===== src/rtl/control_pkg.sv =====
// Shared constants for the parametrised phase sequencer: one-hot bit map,
// fault codes and the internal phase encoding.
package control_pkg;

    // Fixed state-vector bit positions
    localparam int IDX_IDLE   = 0;
    localparam int IDX_FETCH  = 1;
    localparam int IDX_DECODE = 2;
    localparam int IDX_EXEC0  = 3;

    // Tail bits sit after the execute block: index = NUM_FUNC + offset
    localparam int OFS_PC_INC = 3;
    localparam int OFS_HALTED = 4;
    localparam int OFS_FAULT  = 5;

    // Fault codes reported on fault_code
    localparam logic [1:0] FLT_NONE     = 2'd0;
    localparam logic [1:0] FLT_FETCH_TO = 2'd1;
    localparam logic [1:0] FLT_EXEC_TO  = 2'd2;
    localparam logic [1:0] FLT_ILL_FUNC = 2'd3;

    // Compact phase encoding; the execute channel index is held separately
    typedef enum logic [2:0] {
        PH_IDLE,
        PH_FETCH,
        PH_DECODE,
        PH_EXEC,
        PH_PC_INC,
        PH_HALTED,
        PH_FAULT
    } phase_e;

endpackage


===== src/rtl/mem_wait_timer.sv =====
// Counts cycles spent waiting on mem_rdy and flags the cycle in which the
// count would reach MEM_TIMEOUT without a completion strobe.
module mem_wait_timer #(
    parameter int MEM_TIMEOUT = 15
) (
    input  logic clk,
    input  logic rst,
    input  logic clear,
    input  logic cnt_en,
    input  logic mem_rdy,
    output logic timeout
);
    localparam int CW = $clog2(MEM_TIMEOUT + 1);

    logic [CW-1:0] cnt_q, cnt_d;

    // Next count: clear on phase change, otherwise advance on each missed strobe
    always_comb begin
        cnt_d = cnt_q;
        if (clear) begin
            cnt_d = '0;
        end else if (cnt_en && !mem_rdy) begin
            cnt_d = cnt_q + 1'b1;
        end
    end

    // Count register
    always_ff @(posedge clk or negedge rst) begin
        if (!rst) begin
            cnt_q <= '0;
        end else begin
            cnt_q <= cnt_d;
        end
    end

    // A strobe in the limit cycle still counts as completion
    assign timeout = cnt_en && !mem_rdy && (cnt_q == CW'(MEM_TIMEOUT - 1));

endmodule


===== src/rtl/control_fsm_p.sv =====
// Moore phase sequencer: fetch / decode / per-function execute / pc increment,
// with memory wait timeout, illegal-function trap, halt/resume and a
// retired-instruction counter. Outputs depend on registered state only.
module control_fsm_p
    import control_pkg::*;
#(
    parameter int NUM_FUNC    = 4,
    parameter int FUNC_W      = 2,
    parameter int MEM_TIMEOUT = 15,
    parameter int RET_W       = 32
) (
    input  logic                  clk,
    input  logic                  rst,
    input  logic                  en,
    input  logic                  resume,
    input  logic [FUNC_W-1:0]     func,
    input  logic                  halt,
    input  logic                  mem_req,
    input  logic                  mem_rdy,
    output logic [NUM_FUNC+5:0]   state,
    output logic                  busy,
    output logic                  fault,
    output logic [1:0]            fault_code,
    output logic [RET_W-1:0]      retired
);
    phase_e              phase_q, phase_d;
    logic [FUNC_W-1:0]   exec_q, exec_d;
    logic                memw_q, memw_d;     // latched mem_req for this EXEC phase
    logic                first_q, first_d;   // first cycle after DECODE
    logic [1:0]          code_q, code_d;
    logic [RET_W-1:0]    ret_q, ret_d;
    logic                wait_en;
    logic                timeout;
    logic                state_chg;

    // Cycles that are waiting on memory: all of FETCH, and EXEC when a request
    // was seen in its first cycle
    assign wait_en = (phase_q == PH_FETCH) ||
                     ((phase_q == PH_EXEC) && (first_q ? mem_req : memw_q));

    mem_wait_timer #(
        .MEM_TIMEOUT (MEM_TIMEOUT)
    ) u_timer (
        .clk     (clk),
        .rst     (rst),
        .clear   (state_chg),
        .cnt_en  (wait_en),
        .mem_rdy (mem_rdy),
        .timeout (timeout)
    );

    // Next-state logic
    always_comb begin
        phase_d = phase_q;
        exec_d  = exec_q;
        memw_d  = memw_q;
        first_d = (phase_q == PH_DECODE);
        code_d  = code_q;
        ret_d   = ret_q;
        case (phase_q)
            PH_IDLE: begin
                if (en) phase_d = PH_FETCH;
            end
            PH_FETCH: begin
                if (mem_rdy) begin
                    phase_d = PH_DECODE;
                end else if (timeout) begin
                    phase_d = PH_FAULT;
                    code_d  = FLT_FETCH_TO;
                end
            end
            PH_DECODE: begin
                if (halt) begin
                    phase_d = PH_HALTED;
                end else if (int'(func) >= NUM_FUNC) begin
                    phase_d = PH_FAULT;
                    code_d  = FLT_ILL_FUNC;
                end else begin
                    phase_d = PH_EXEC;
                    exec_d  = func;
                end
            end
            PH_EXEC: begin
                if (first_q) memw_d = mem_req;
                if (!wait_en || mem_rdy) begin
                    phase_d = PH_PC_INC;
                end else if (timeout) begin
                    phase_d = PH_FAULT;
                    code_d  = FLT_EXEC_TO;
                end
            end
            PH_PC_INC: begin
                ret_d   = ret_q + 1'b1;
                phase_d = en ? PH_FETCH : PH_IDLE;
            end
            PH_HALTED: begin
                if (resume) phase_d = PH_IDLE;
            end
            PH_FAULT: begin
                phase_d = PH_FAULT;
            end
            default: begin
                phase_d = PH_IDLE;
            end
        endcase
        // Each phase is left at most once per cycle, so a phase change is a state change
        state_chg = (phase_d != phase_q);
    end

    // State registers
    always_ff @(posedge clk or negedge rst) begin
        if (!rst) begin
            phase_q <= PH_IDLE;
            exec_q  <= '0;
            memw_q  <= 1'b0;
            first_q <= 1'b0;
            code_q  <= FLT_NONE;
            ret_q   <= '0;
        end else begin
            phase_q <= phase_d;
            exec_q  <= exec_d;
            memw_q  <= memw_d;
            first_q <= first_d;
            code_q  <= code_d;
            ret_q   <= ret_d;
        end
    end

    // One-hot phase vector decoded from the registered phase
    always_comb begin
        state = '0;
        case (phase_q)
            PH_IDLE:   state[IDX_IDLE]   = 1'b1;
            PH_FETCH:  state[IDX_FETCH]  = 1'b1;
            PH_DECODE: state[IDX_DECODE] = 1'b1;
            PH_EXEC: begin
                for (int k = 0; k < NUM_FUNC; k++) begin
                    if (exec_q == FUNC_W'(k)) state[IDX_EXEC0 + k] = 1'b1;
                end
            end
            PH_PC_INC: state[NUM_FUNC + OFS_PC_INC] = 1'b1;
            PH_HALTED: state[NUM_FUNC + OFS_HALTED] = 1'b1;
            PH_FAULT:  state[NUM_FUNC + OFS_FAULT]  = 1'b1;
            default:   state[IDX_IDLE]   = 1'b1;
        endcase
    end

    assign busy       = (phase_q == PH_FETCH) || (phase_q == PH_DECODE) ||
                        (phase_q == PH_EXEC)  || (phase_q == PH_PC_INC);
    assign fault      = (phase_q == PH_FAULT);
    assign fault_code = code_q;
    assign retired    = ret_q;

endmodule


===== config.mk =====
export PLATFORM = sky130hd
export DESIGN_NAME = control_fsm_p
export DESIGN_NICKNAME = d
export VERILOG_FILES = /design/src/rtl/control_pkg.sv /design/src/rtl/mem_wait_timer.sv /design/src/rtl/control_fsm_p.sv
export SDC_FILE = /design/constraint.sdc
export NUM_CORES = 1
export LEC_CHECK = 0
export BUFFER_PORTS_ARGS = -buffer_cell sky130_fd_sc_hd__buf_2
export CAP_MARGIN = 20
export CORE_MARGIN = 3
export CORE_UTILIZATION = 54
export DETAILED_ROUTE_END_ITERATION = 8
export GPL_TIMING_DRIVEN = 0
export MAX_ROUTING_LAYER = met4
export PLACE_DENSITY_LB_ADDON = 0.05
export SETUP_SLACK_MARGIN = 0.5
export SLEW_MARGIN = 20
export SYNTH_ARGS = -nofsm -noshare
export SYNTH_HDL_FRONTEND = slang
export SYNTH_SLANG_ARGS = --single-unit
export TNS_END_PERCENT = 5

===== constraint.sdc =====
create_clock -name clk -period 1.9 [get_ports clk]
set_input_delay 0.095 -clock clk [delete_from_list [all_inputs] [get_ports clk]]
set_output_delay 0.095 -clock clk [all_outputs]
set_load 0.02 [all_outputs]

==> results of run 1 <==
==> logic make-up (layout without fill, tap and decap cells) <==
family | Yosys count | in the layout | synth area share
simple gates | 94 | 95 | 0.222
flops | 45 | 45 | 0.465
xor+xnor | 34 | 34 | 0.123
compound gates | 19 | 19 | 0.0873
buf+inv | 18 | 94 | 0.0444
mux | 8 | 8 | 0.0424
fa+ha+maj | 3 | 3 | 0.0155
==> final cells by class <==
class                      count  area [sq um]
inverter                       5          18.8
sequential                    45          1130
clock buffer                   7          76.3
timing repair buffer          68           423
tap                           50          62.6
multi-input combinational    159          1320
clock inverter                 1          7.51
fill                         294          1010
buffer                        13           126
==> path summary, 6_finish.rpt <==
kind	startpoint	end	slack [ns]	depth (start not counted)
worst min register to register	retired[31]	retired[31]	0.48	1
worst max register to register	phase_q[1]	retired[16]	0.17	6
worst max-delay path	phase_q[1]	retired[16]	0.17	6
max in group asynchronous	rst	phase_q[0]	0.73	2
min in group asynchronous	rst	retired[6]	0.49	2
worst min-delay path	func[0]	exec_q[0]	0.02	2
==> sequential cells by signal (all words and copies together), names as in the netlist <==
signal,flops
u_timer.cnt_q,4
phase_q,3
memw_q,1
exec_q,2
fault_code,2
retired,32
first_q,1
==> repair_timing <==
action,4_1_cts,5_1_grt
setup endpoints to repair,51,54
gates cloned,2,0
pin swaps,2,10
gates resized for setup,27,15
hold buffers,1,0
endpoints found under the hold margin,45,0
buffers inserted,9,3
==> power by group through the flow <==
stage	clock, mW	combinational [mW]	sequential (mW)
after floorplan	0	0.867	1.28
after global placement	0	1.19	1.25
after detailed placement	0	1.22	1.26
after CTS	0.606	1.46	1.23
after global routing	0.633	1.64	1.27
final	0.587	1.52	1.25
==> layout by cell type (no fill, tap or decap), drive strengths merged, types with 5 or more instances in the layout <==
| cell | count |
|---|---|
| nor2 | 13 |
| nand4 | 15 |
| xnor2 | 23 |
| and4 | 7 |
| nand3 | 11 |
| nand2 | 15 |
| and3 | 5 |
| clkbuf | 8 |
| nor3 | 9 |
| xor2 | 11 |
| mux2 | 5 |
| and2 | 10 |
| dfrtp | 45 |
| inv | 5 |
| buf | 79 |
==> metrics by stage <==
stage	utilization	setup WS (ns)
final	0.758	0.170
after global routing	0.758	0.107
after CTS	0.737	0.202
after detailed placement	0.666	0.267
after global placement	0.666	0.270
after floorplan	-	0.383
==> per-layer routing <==
| layer | vias to the layer above | routed length, microns | part of all wire |
|---|---|---|---|
| met5 | - | 0 | 0 |
| met4 | 0 | 131 | 0.024 |
| met3 | 11 | 219 | 0.041 |
| met2 | 42 | 2700 | 0.50 |
| met1 | 948 | 2350 | 0.43 |
| li1 | 941 | - | - |
==> run summary, run 1 <==
The remaining number of nets flagged by the antenna check after routing is 0. Pin placement for this block handled 55 I/O pins. The final layout contains routed wiring with a total length of 5400 microns. Among all flip-flop cells after synthesis, the most frequent one is sky130_fd_sc_hd__dfrtp_1. The delay of the slowest cell on the worst path is 0.44 ns, and the number of instances in the synthesized netlist is 221. The longest clock path from root to sink contains 2 buffers.

Total power for the finished layout comes to 3.36 mW. The first global-routing pass estimated 8830 microns of wire. The final layout contains 309 nets. In this run the clock root is driven by a sky130_fd_sc_hd__clkbuf_8. The classification of the worst-slack hold path is in2reg. At the worst endpoint, the required time is 2.13 ns. Based on the critical path, the design can be clocked at up to 578 MHz.

The worst setup path is captured at a flop. Across the routed clock network, the largest skew measured is 0.00667 ns. The later pin in the worst-skew pair is clocked with a latency of 0.30 ns. The number of failing hold endpoints at the final stage is 0.

The portion of the clock cycle consumed by the worst path in the final layout is 0.911. The number of antenna diodes in the final layout is 0. The routed layout has 1942 vias. The area growth from synthesis to layout was 30.6%. The tools report the launching element type of the critical path as a flop. In the routed layout, each cell is associated on average with a via count of 5.58.

The async set or reset register ratio after synthesis is 1.00, and the number of clock buffers inserted by TritonCTS is 5. The count of cells in the finished layout, fillers not included, comes to 348. Yosys printed 0 warnings.

The number of enable-type register cells in the synthesized netlist is 0, and the total of endpoints with negative setup slack in the final report is 0. Of all cell types, the one taking the most synthesized area is sky130_fd_sc_hd__dfrtp_1. The slowest library cell on the worst path is sky130_fd_sc_hd__dfrtp_2.

The smallest clock period supported by the final layout is computed as 1.73 ns. For this design, the sink count on the clock tree is 45. The flow ran to the end, and the final reports show no timing, DRC or antenna violations.

The clock slew seen by the registers of the worst setup and hold paths is 0.08 ns. In the post-synthesis netlist, the biggest area contributors are sky130_fd_sc_hd__dfrtp_1 47%, sky130_fd_sc_hd__xnor2_1 8.3%, sky130_fd_sc_hd__xor2_1 4.0%. Data arrives at the worst endpoint at 1.97 ns. The run gives 0.349 as the global-route track usage on met2.

Setup repair after global routing could not meet its margin everywhere. The average footprint of a synthesized cell is 11.0 sq um, and the DRC violation count after routing is 0. In this run the worst path has a maximum fanout of 5. The total negative setup slack was 0 ns; the largest vdd supply drop was 0.694 mV.

The net load switching power came out at 1.30 mW. The synthesized net count was 233. The internal power of the cells totals 2.05 mW. The register share of total power is 0.372, and the share of total power consumed by net switching is 0.388.

The die is 73.0 microns wide. Share of layout cells above drive strength 1: 0.409. The combined global-route utilization of all metal layers came out at 0.222. The met1 track demand over resource is 0.277, and the final instance area is 0.00316 sq mm. The critical path is of the reg2reg type. The analysis attributes to cell leakage a power of 1.59 nW. The initial core utilization is 0.580. The total of max-cap violations was 0. The most numerous cell in the Yosys netlist was sky130_fd_sc_hd__dfrtp_1. Together, buffers and inverters on the worst path number 2. The netlist uses 44 different library cells.

After synthesis, the most frequently instantiated cells are 45 x sky130_fd_sc_hd__dfrtp_1, 23 x sky130_fd_sc_hd__xnor2_1, 15 x sky130_fd_sc_hd__nand2_1. The via count of the first global-routing pass was 1881. Summing all placed instances gives a cell area of 0.00278 sq mm.

The die covers 0.00532 sq mm. The initial antenna violation count is 0. The number of buffers added on ports came out at 54. For this block, the initial DRC count from the detailed router was 96. The area of the core is 0.00417 sq mm, and the die boundary height is 73.0 microns. The logs give 4 for the iteration count of the initial detailed-routing pass and 0.0427 for the met3 track demand over resource.

After synthesis the cells add up to 0.00242 sq mm. The run gives 0.175 as the power share of the clock group. In this run, placement finished with an instance count of 325. The mean routed wirelength per cell was 15.5 microns.

Remaining max-slew budget at the tightest pin: 0.345. TritonCTS built the clock tree. The family with the most delay on the worst path was simple AND/OR/NAND/NOR gates.

After synthesis the netlist holds a flip-flop and latch count of 45. In this run the core area contains 23 standard-cell rows. Routability-driven placement finished with a final weighted congestion of 0.827.

The transition time of the tightest slew-check pin is 0.983 ns, and the minimum hold slack is 0.0169 ns. For this run the aggregate overflow at the end of global routing stands at 0. The logs give 0 for the number of pins with negative max-slew slack in the final report and 46 for the pin count of the biggest net entering global routing. The signal on the critical path passes through buf_6 -> and4bb_2 -> buf_4 -> nand4_4 -> nor3_2 -> xor2_1.

Top cell type's share of synthesized area: 0.465. The layer flagged by global routing as most heavily used is met2. The placed wire-length estimate is 3410 microns, and the count of H-tree levels built during CTS is 2. The power per standard cell area was 1060 mW/mm^2.

The combinational share of power is 0.453. The tools report the proportion of synthesized chip area in sequential cells as 0.465.
Note: power is estimated with default switching activity, not from simulation.
==> run 2, diff against run 1 <==
- CORE_UTILIZATION: 54 -> 53
- SLEW_MARGIN: 20 -> unset
- SYNTH_HIERARCHICAL: unset -> 1
==> run 2 against run 1 <==
The run now ends with negative setup slack left. Sequential cell count unchanged. Final cell count fell by 3.2%. Sequential power about the same. Count of clock-buffer cells in the layout is 1 lower. Largest power group unchanged. Clock skew up 0.0016 ns. Die area down 4.1%. Critical path type unchanged.
==> run summary, run 2 <==
Kind of critical path: reg2reg (unchanged). The DRC violation count after routing is 0 (unchanged), and the worst-path maximum fanout is 4 (was 5). The async set or reset register ratio after synthesis was 1.00 (unchanged); the transition time of the tightest slew-check pin was 0.997 ns (was 0.983 ns). The placer congestion estimate was 0.767 (was 0.827); the iteration count of the initial detailed-routing pass was 5 (was 4).

The biggest area consumer among synthesized cells was sky130_fd_sc_hd__dfrtp_1 (unchanged). Proportion of synthesized chip area in sequential cells: 0.496 (was 0.465). The power per standard cell area was 1110 mW/mm^2 (was 1060 mW/mm^2); the area of the core was 0.00406 sq mm (was 0.00417 sq mm). Leading cell types in the layout, fill and taps excluded: 46 x sky130_fd_sc_hd__buf_2, 43 x sky130_fd_sc_hd__dfrtp_1, 25 x sky130_fd_sc_hd__xnor2_1 (was 52 x sky130_fd_sc_hd__buf_2, 41 x sky130_fd_sc_hd__dfrtp_1, 23 x sky130_fd_sc_hd__xnor2_1). The capture point of the worst path is u_timer/cnt_q[3] (was retired[16]). The highest clock frequency the design can meet is 469 MHz (was 578 MHz), and the combined global-route utilization of all metal layers is 0.203 (was 0.222).

The mean routed wirelength per cell was 14.3 microns (was 15.5 microns); the critical path data required time was 2.09 ns (was 2.13 ns). The number of failing hold endpoints at the final stage is 0 (unchanged), and the compound-gate portion of the synthesized area is 0.0375 (was 0.0873). The area growth from synthesis to layout works out to 32.4% (was 30.6%). The number of buffers added on ports is 54 (unchanged), and the via count is 1828 (was 1942). The horizontal extent of the die is 71.4 microns (was 73.0 microns), and the number of nets in the layout is 298 (was 309). The wire length of the first global-routing pass is 8100 microns (was 8830 microns). TritonCTS built the clock tree. The run gives -1.43 ns (was 0 ns) as the total negative setup slack. Number of cell instances on the worst register-to-register path: 10 (was 6). The cell at the root of the clock tree is sky130_fd_sc_hd__clkbuf_8 (unchanged). The main combinational cell family by area after synthesis was simple AND/OR/NAND/NOR gates (unchanged).

The number of flip-flops in the largest register is 32 (unchanged), and the number of top-level pins is 55 (unchanged). The checks that failed: negative setup slack. The logs give 0 (unchanged) for the remaining number of nets flagged by the antenna check after routing and 0.559 (was 0.580) for the initial core utilization.

Launching point of the worst reg2reg path: first_q (was phase_q[1]). Setup repair after global routing could not meet its margin everywhere. Die boundary height: 71.4 microns (was 73.0 microns). The via count of the first global-routing pass is 1782 (was 1881). The ratio of routed vias to standard cells was 5.42 (was 5.58); the post-route minimum period was 2.13 ns (was 1.73 ns).

The share of layout cells above drive strength 1 was 0.390 (was 0.409). The placement-stage cell area is 0.00263 sq mm (was 0.00278 sq mm), and the floorplan row count is 23 (unchanged). The endpoint arrival time on the critical path is 2.32 ns (was 1.97 ns).

The run gives 46 (unchanged) as the pin count of the biggest net entering global routing. Ranking of synthesized cells by instance count: 45 x sky130_fd_sc_hd__dfrtp_1, 26 x sky130_fd_sc_hd__xnor2_1, 20 x sky130_fd_sc_hd__nand2_1 (was 45 x sky130_fd_sc_hd__dfrtp_1, 23 x sky130_fd_sc_hd__xnor2_1, 15 x sky130_fd_sc_hd__nand2_1). The logs give 0.00510 sq mm (was 0.00532 sq mm) for the die outline area and 0 (unchanged) for the number of pins with negative max-slew slack in the final report. The run gives 2 (unchanged) as the count of H-tree levels built during CTS. The tools report the launching element type of the critical path as a flop (unchanged). For the remaining max-slew budget at the tightest pin, the log shows 0.335 (was 0.345).

The top cell type's share of synthesized area is 0.496 (was 0.465), and the number of instances in the synthesized netlist is 218 (was 221). The number of synthesized register bits was 45 (unchanged). The flow ran to the end, but the final reports show violations. Share of synthesized cell area in full adder, half adder and majority cells: 0.0165 (was 0.0155). The tools report the start point of the critical path as first_q (was phase_q[1]). The detailed router's first-iteration violation count is 95 (was 96). The logs give 0.00829 ns (was 0.00667 ns) for the final setup skew and 45 (unchanged) for the total number of clock tree sinks. The total of endpoints with negative setup slack in the final report is 15 (was 0), and the minimum hold slack is 0.0235 ns (was 0.0169 ns). The detailed-route wire length was 4820 microns (was 5400 microns); the cell area after technology mapping was 0.00227 sq mm (was 0.00242 sq mm). Ranking of synthesized cells by area: sky130_fd_sc_hd__dfrtp_1 50%, sky130_fd_sc_hd__xnor2_1 10%, sky130_fd_sc_hd__nand2_1 3.3% (was sky130_fd_sc_hd__dfrtp_1 47%, sky130_fd_sc_hd__xnor2_1 8.3%, sky130_fd_sc_hd__xor2_1 4.0%). The tools report the number of clock buffers inserted by TritonCTS as 5 (unchanged). The dominant synthesized flop cell was sky130_fd_sc_hd__dfrtp_1 (unchanged). The largest vdd supply drop was 0.949 mV (was 0.694 mV).

The total of max-cap violations is 0 (unchanged). For the maximum buffer depth of the clock tree, the log shows 2 (unchanged). For the synthesized net count, the log shows 230 (was 233). The tools report the endpoint of the worst register-to-register path as u_timer/cnt_q[3] (was retired[16]). The tools report the filler cell count as 286 (was 294).

The mux share of post-synthesis cell area was 0.0336 (was 0.0424). The clock slew seen by the registers of the worst setup and hold paths was 0.08 ns (about the same). The number of enable-type register cells in the synthesized netlist was 0 (unchanged); the placed wire-length estimate was 3200 microns (was 3410 microns). The count of different cell masters after synthesis was 37 (was 44); the simple logic cell fraction of the synthesized area was 0.253 (was 0.222).

The logs give 0.30 ns (about the same) for the clock network latency to the later pin of the worst-skew pair and -0.23 ns (was 0.17 ns) for the register-to-register setup slack. The tools report the final instance area as 0.00300 sq mm (was 0.00316 sq mm). The most common cell after layout, fill and taps aside is sky130_fd_sc_hd__buf_2 (unchanged). The final setup slack of the worst path is -0.233 ns (was 0.170 ns). The most numerous cell in the Yosys netlist was sky130_fd_sc_hd__dfrtp_1 (unchanged). The classification of the worst-slack hold path is in2reg (unchanged).

The xor and xnor area share after synthesis was 0.131 (was 0.123); the average footprint of a synthesized cell was 10.4 sq um (was 11.0 sq um). The initial antenna violation count came out at 0 (unchanged). Total of warnings raised by yosys: 6 (was 0). For the antenna diode count, the log shows 0 (unchanged). The remaining global-route overflow is 0 (unchanged), and the static leakage is 1.48 nW (was 1.59 nW).

Portion of the clock cycle consumed by the worst path in the final layout: 1.12 (was 0.911). The kind of end point of the critical path was a flop (unchanged).
-- run 2: area by class of cell --
type | instances | area, sq um | area share
plain buffers | 9 | 97.6 | 0.0325
inverters | 6 | 22.5 | 0.00750
clock buffers | 6 | 82.6 | 0.0275
well taps | 50 | 62.6 | 0.0208
flip-flops and latches | 45 | 1130 | 0.376
multi-input cells | 158 | 1200 | 0.399
repair buffers | 61 | 375 | 0.125
clock inverters | 2 | 37.5 | 0.0125
-- run 2: metrics by stage --
step	total power, mW	std cells	worst slack (ns)	util
global route	3.50	337	-0.321	0.740
detailed placement	2.15	322	-0.419	0.649
global placement	2.13	322	-0.378	0.649
CTS	3.12	335	-0.179	0.711
finish	3.32	337	-0.233	0.740
floorplan	1.89	218	-0.175	-
-- run 2: how the worst min path moves through the flow --
stage / start / endpoint / slack, ns / depth (start not counted)
global placement: rst / retired[30] / 0.31 / 1
finish: func[0] / exec_q[0] / 0.02 / 2
detailed placement: rst / retired[31] / 0.32 / 1
CTS: func[0] / exec_q[0] / 0.02 / 2
floorplan: rst / exec_q[0] / -0.20 / 0
global route: func[0] / exec_q[0] / 0.03 / 2
-- run 2: timing repair --
item,4_1_cts,5_1_grt
pin swaps,17,18
resized for setup,27,30
hold buffers,1,0
endpoints found under the setup margin,54,55
hold endpoints to repair,45,0
buffers inserted,4,2
-- run 2: worst max-delay path, stage by stage (launching register included) --
cell                       delay (ns)
sky130_fd_sc_hd__dfrtp_1         0.43
sky130_fd_sc_hd__mux2i_4         0.22
sky130_fd_sc_hd__a21oi_4         0.13
sky130_fd_sc_hd__nor2b_4         0.16
sky130_fd_sc_hd__and4_4          0.28
sky130_fd_sc_hd__nor2_4          0.05
sky130_fd_sc_hd__o21ai_2         0.16
sky130_fd_sc_hd__a21oi_2         0.07
sky130_fd_sc_hd__a21boi_2        0.19
sky130_fd_sc_hd__nor2b_1         0.07
sky130_fd_sc_hd__mux2_4          0.25
-- run 2: logic make-up (layout without fill, tap and decap cells) --
kind of cell / count (synthesis) / in the layout
and+or+nand+nor: 100 / 100
DFF: 45 / 45
xor gates and xnor gates: 34 / 34
buffers and inverters: 15 / 84
AOI/OAI and AO/OA: 14 / 14
muxes: 7 / 7
adders and majority gates: 3 / 3
-- run 2: layer usage --
metal | GRT usage | share of wire | vias up
li1 | - | - | 887
met1 | 0.271 | 0.48 | 887
met2 | 0.311 | 0.45 | 48
met3 | 0.0463 | 0.050 | 6
met4 | 0.0605 | 0.013 | 0
met5 | - | 0 | -
-- run 2: power breakdown --
group,switching (mW),internal [mW],total [mW]
clock,0.332,0.428,0.760
combinational,0.679,0.663,1.34
sequential,0.146,1.08,1.22
==> run 3, diff against run 2 <==
- SLEW_MARGIN: unset -> 20
- TNS_END_PERCENT: 5 -> unset
==> run 3 against run 2 <==
The run still ends with negative setup slack left. Highest routed layer unchanged. Wire length grew 37%. Sequential power is essentially flat. Via count grew 11%. Count of clock-buffer cells in the layout is the same. First-iteration DRC count grew 72%. Critical path type unchanged. Hold slack gained 0.013 ns. Clock power shrank 24%. Critical endpoint unchanged. Setup slack lost 0.080 ns. Non-clock buffer count grew 28. Combinational power grew 46%.
==> run summary, run 3 (synthesis results as in run 2) <==
The maximum buffer depth of the clock tree was 2 (unchanged). The mean routed wirelength per cell was 18.1 microns (was 14.3 microns); the remaining number of nets flagged by the antenna check after routing was 0 (unchanged). The final setup skew came out at 0.0114 ns (was 0.00829 ns). Power per standard cell area: 1060 mW/mm^2 (was 1110 mW/mm^2). The clock slew seen by the registers of the worst setup and hold paths is 0.08 ns (about the same).

Combinational share of power: 0.518 (was 0.404). The logs give 0.30 ns (about the same) for the clock network latency to the later pin of the worst-skew pair and 0.624 (was 0.335) for the remaining max-slew budget at the tightest pin. The initial antenna violation count is 0 (unchanged).

The pin count of the biggest net entering global routing is 46 (unchanged), and the floorplan row count is 23 (unchanged). The cell at the root of the clock tree is sky130_fd_sc_hd__clkbuf_8 (unchanged). For the number of top-level pins, the log shows 55 (unchanged). The via count is 2022 (was 1828), and the final instance area is 0.00357 sq mm (was 0.00300 sq mm). The share of total power consumed by net switching was 0.378 (was 0.348); the placer congestion estimate was 0.834 (was 0.767). The logs give 0 (unchanged) for the antenna diode count and 2.08 ns (was 2.09 ns) for the critical path data required time. The endpoint of the worst register-to-register path is u_timer/cnt_q[3] (unchanged). The logs give 0 (unchanged) for the number of failing hold endpoints at the final stage and -0.313 ns (was -0.233 ns) for the final setup slack of the worst path. The flow ran to the end, but the final reports show violations. The initial core utilization is 0.559 (unchanged). The kind of end point of the critical path is a flop (unchanged).

The die boundary height was 71.4 microns (unchanged); the placement-stage cell area was 0.00271 sq mm (was 0.00263 sq mm). Area of the core: 0.00406 sq mm (unchanged). Post-route minimum period: 2.21 ns (was 2.13 ns).

The run gives 28 (was 15) as the total of endpoints with negative setup slack in the final report. The number of flip-flops in the largest register was 32 (unchanged). The detailed-route wire length was 6600 microns (was 4820 microns); the total of max-cap violations was 0 (unchanged). Launching point of the worst reg2reg path: phase_q[2] (was first_q). The tools report the capture point of the worst path as u_timer/cnt_q[3] (unchanged). Start point of the critical path: phase_q[2] (was first_q). The worst-path maximum fanout was 5 (was 4); the number of nets in the layout was 326 (was 298). The tools report the register share of total power as 0.329 (was 0.368).

The count of H-tree levels built during CTS is 2 (unchanged). Power share of the clock group: 0.153 (was 0.229). The classification of the worst-slack hold path is in2reg (unchanged).

The share of layout cells above drive strength 1 works out to 0.592 (was 0.390). The detailed router's first-iteration violation count was 163 (was 95); the number of buffers added on ports was 54 (unchanged). The run gives 364 (was 337) as the non-filler instance count after layout. The kind of critical path was reg2reg (unchanged). For the number of pins with negative max-slew slack in the final report, the log shows 0 (unchanged). The remaining global-route overflow is 0 (unchanged). For the combined global-route utilization of all metal layers, the log shows 0.234 (was 0.203). The worst slack after detailed placement is -0.371 ns (was -0.419 ns), and the endpoint arrival time on the critical path is 2.40 ns (was 2.32 ns).

Violations in the final reports: negative setup slack (unchanged). The largest vdd supply drop came out at 1.15 mV (was 0.949 mV). The horizontal extent of the die is 71.4 microns (unchanged). Placed wire-length estimate: 3210 microns (was 3200 microns). For the total number of clock tree sinks, the log shows 45 (unchanged). The number of clock buffers inserted by TritonCTS is 5 (unchanged), and the static leakage is 1.79 nW (was 1.48 nW).

Transition time of the tightest slew-check pin: 0.559 ns (was 0.997 ns). Leading cell types in the layout, fill and taps excluded: 44 x sky130_fd_sc_hd__buf_2, 31 x sky130_fd_sc_hd__dfrtp_1, 28 x sky130_fd_sc_hd__buf_6 (was 46 x sky130_fd_sc_hd__buf_2, 43 x sky130_fd_sc_hd__dfrtp_1, 25 x sky130_fd_sc_hd__xnor2_1). The number of cell instances on the worst register-to-register path is 10 (unchanged), and the portion of the clock cycle consumed by the worst path in the final layout is 1.16 (was 1.12). The run gives 452 MHz (was 469 MHz) as the highest clock frequency the design can meet.

The register-to-register setup slack is -0.31 ns (was -0.23 ns), and the area growth from synthesis to layout is 57.4% (was 32.4%). TritonCTS built the clock tree. The most common cell after layout, fill and taps aside was sky130_fd_sc_hd__buf_2 (unchanged). The net load switching power was 1.43 mW (was 1.16 mW).

The die outline area is 0.00510 sq mm (unchanged), and the wire length of the first global-routing pass is 9270 microns (was 8100 microns). The run gives 0 (unchanged) as the DRC violation count after routing. Setup repair after global routing could not meet its margin everywhere. The via count of the first global-routing pass was 1965 (was 1782); the internal power consumption was 2.36 mW (was 2.17 mW). The post-placement cell count was 322 (unchanged); the iteration count of the initial detailed-routing pass was 4 (was 5). The ratio of routed vias to standard cells came out at 5.55 (was 5.42). Launching element type of the critical path: a flop (unchanged).
-- run 3: changes by cell type in the layout (fill, tap and decap cells not counted), moves of 5 or more --
cell and delta:
sky130_fd_sc_hd__nand2_2 +5, sky130_fd_sc_hd__nand3_1 -9, sky130_fd_sc_hd__nand3_2 +8, sky130_fd_sc_hd__dfrtp_1 -12, sky130_fd_sc_hd__nand2_1 -10, sky130_fd_sc_hd__xnor2_1 -5, sky130_fd_sc_hd__buf_6 +19, sky130_fd_sc_hd__xnor2_2 +5
sky130_fd_sc_hd__buf_4 +11, sky130_fd_sc_hd__dfrtp_2 +12
-- run 3: worst min-delay path by stage --
| stage | start | endpoint | slack [ns] | depth (start not counted) |
|---|---|---|---|---|
| 2_1_floorplan | rst | exec_q[0] | -0.20 | 0 |
| 3_3_place_gp | rst | retired[8] | 0.31 | 1 |
| 3_5_place_dp | rst | retired[8] | 0.32 | 1 |
| 4_1_cts | func[1] | exec_q[1] | 0.03 | 2 |
| 5_1_grt | func[1] | exec_q[1] | 0.03 | 2 |
| 6_report | func[1] | exec_q[1] | 0.04 | 2 |
-- run 3: layout make-up --
class	instances	area (sq um)
Clock inverter	1	5.00
Sequential cell	45	1140
Fill cell	176	484
Buffer	9	121
Inverter	6	22.5
Clock buffer	6	72.6
Multi-Input combinational cell	158	1480
Timing Repair Buffer	89	663
Tap cell	50	62.6
-- run 3: per-layer routing --
metal / GRT usage / share of wire / vias to the layer above / wire [microns]
met5: - / 0 / - / 0
met4: 0.0605 / 0.0068 / 0 / 45
met3: 0.0379 / 0.046 / 5 / 302
met2: 0.401 / 0.56 / 74 / 3680
met1: 0.288 / 0.39 / 1000 / 2580
li1: - / - / 943 / -
-- run 3: what timing repair did --
| action | CTS | global route |
|---|---|---|
| resized for setup | 79 | 41 |
| hold endpoints to repair | 12 | 0 |
| pin swaps | 44 | 29 |
| setup buffers | 19 | 13 |
| setup endpoints to repair | 52 | 55 |
| cloned | 1 | 0 |
| hold buffers | 1 | 0 |
-- run 3: metrics by stage --
step | hold slack [ns] | TNS (ns) | power, mW | util
2_1_floorplan | -0.201 | -0.175 | 1.94 | -
3_3_place_gp | 0.305 | -0.965 | 2.19 | 0.668
3_5_place_dp | 0.317 | -0.846 | 2.21 | 0.668
4_1_cts | 0.0274 | -0.374 | 3.31 | 0.802
5_1_grt | 0.0277 | -4.78 | 3.96 | 0.881
6_report | 0.0365 | -2.07 | 3.79 | 0.881
-- run 3: worst max-delay path: stages (launching register included) --
cell and delay (ns):
sky130_fd_sc_hd__dfrtp_2 0.42, sky130_fd_sc_hd__nand2b_2 0.26, sky130_fd_sc_hd__a21oi_4 0.16, sky130_fd_sc_hd__nor2b_4 0.16
sky130_fd_sc_hd__and4_4 0.27, sky130_fd_sc_hd__nor2_4 0.05, sky130_fd_sc_hd__o21ai_2 0.18, sky130_fd_sc_hd__a21oi_2 0.08
sky130_fd_sc_hd__a21boi_2 0.20, sky130_fd_sc_hd__nor2_1 0.07, sky130_fd_sc_hd__mux2_4 0.27
-- run 3: power groups by stage --
stage	clock network, mW	registers (mW)	logic [mW]
floorplan	0	1.25	0.685
global placement	0	1.23	0.960
detailed placement	0	1.23	0.978
CTS	0.581	1.22	1.51
global route	0.622	1.27	2.07
finish	0.580	1.25	1.96
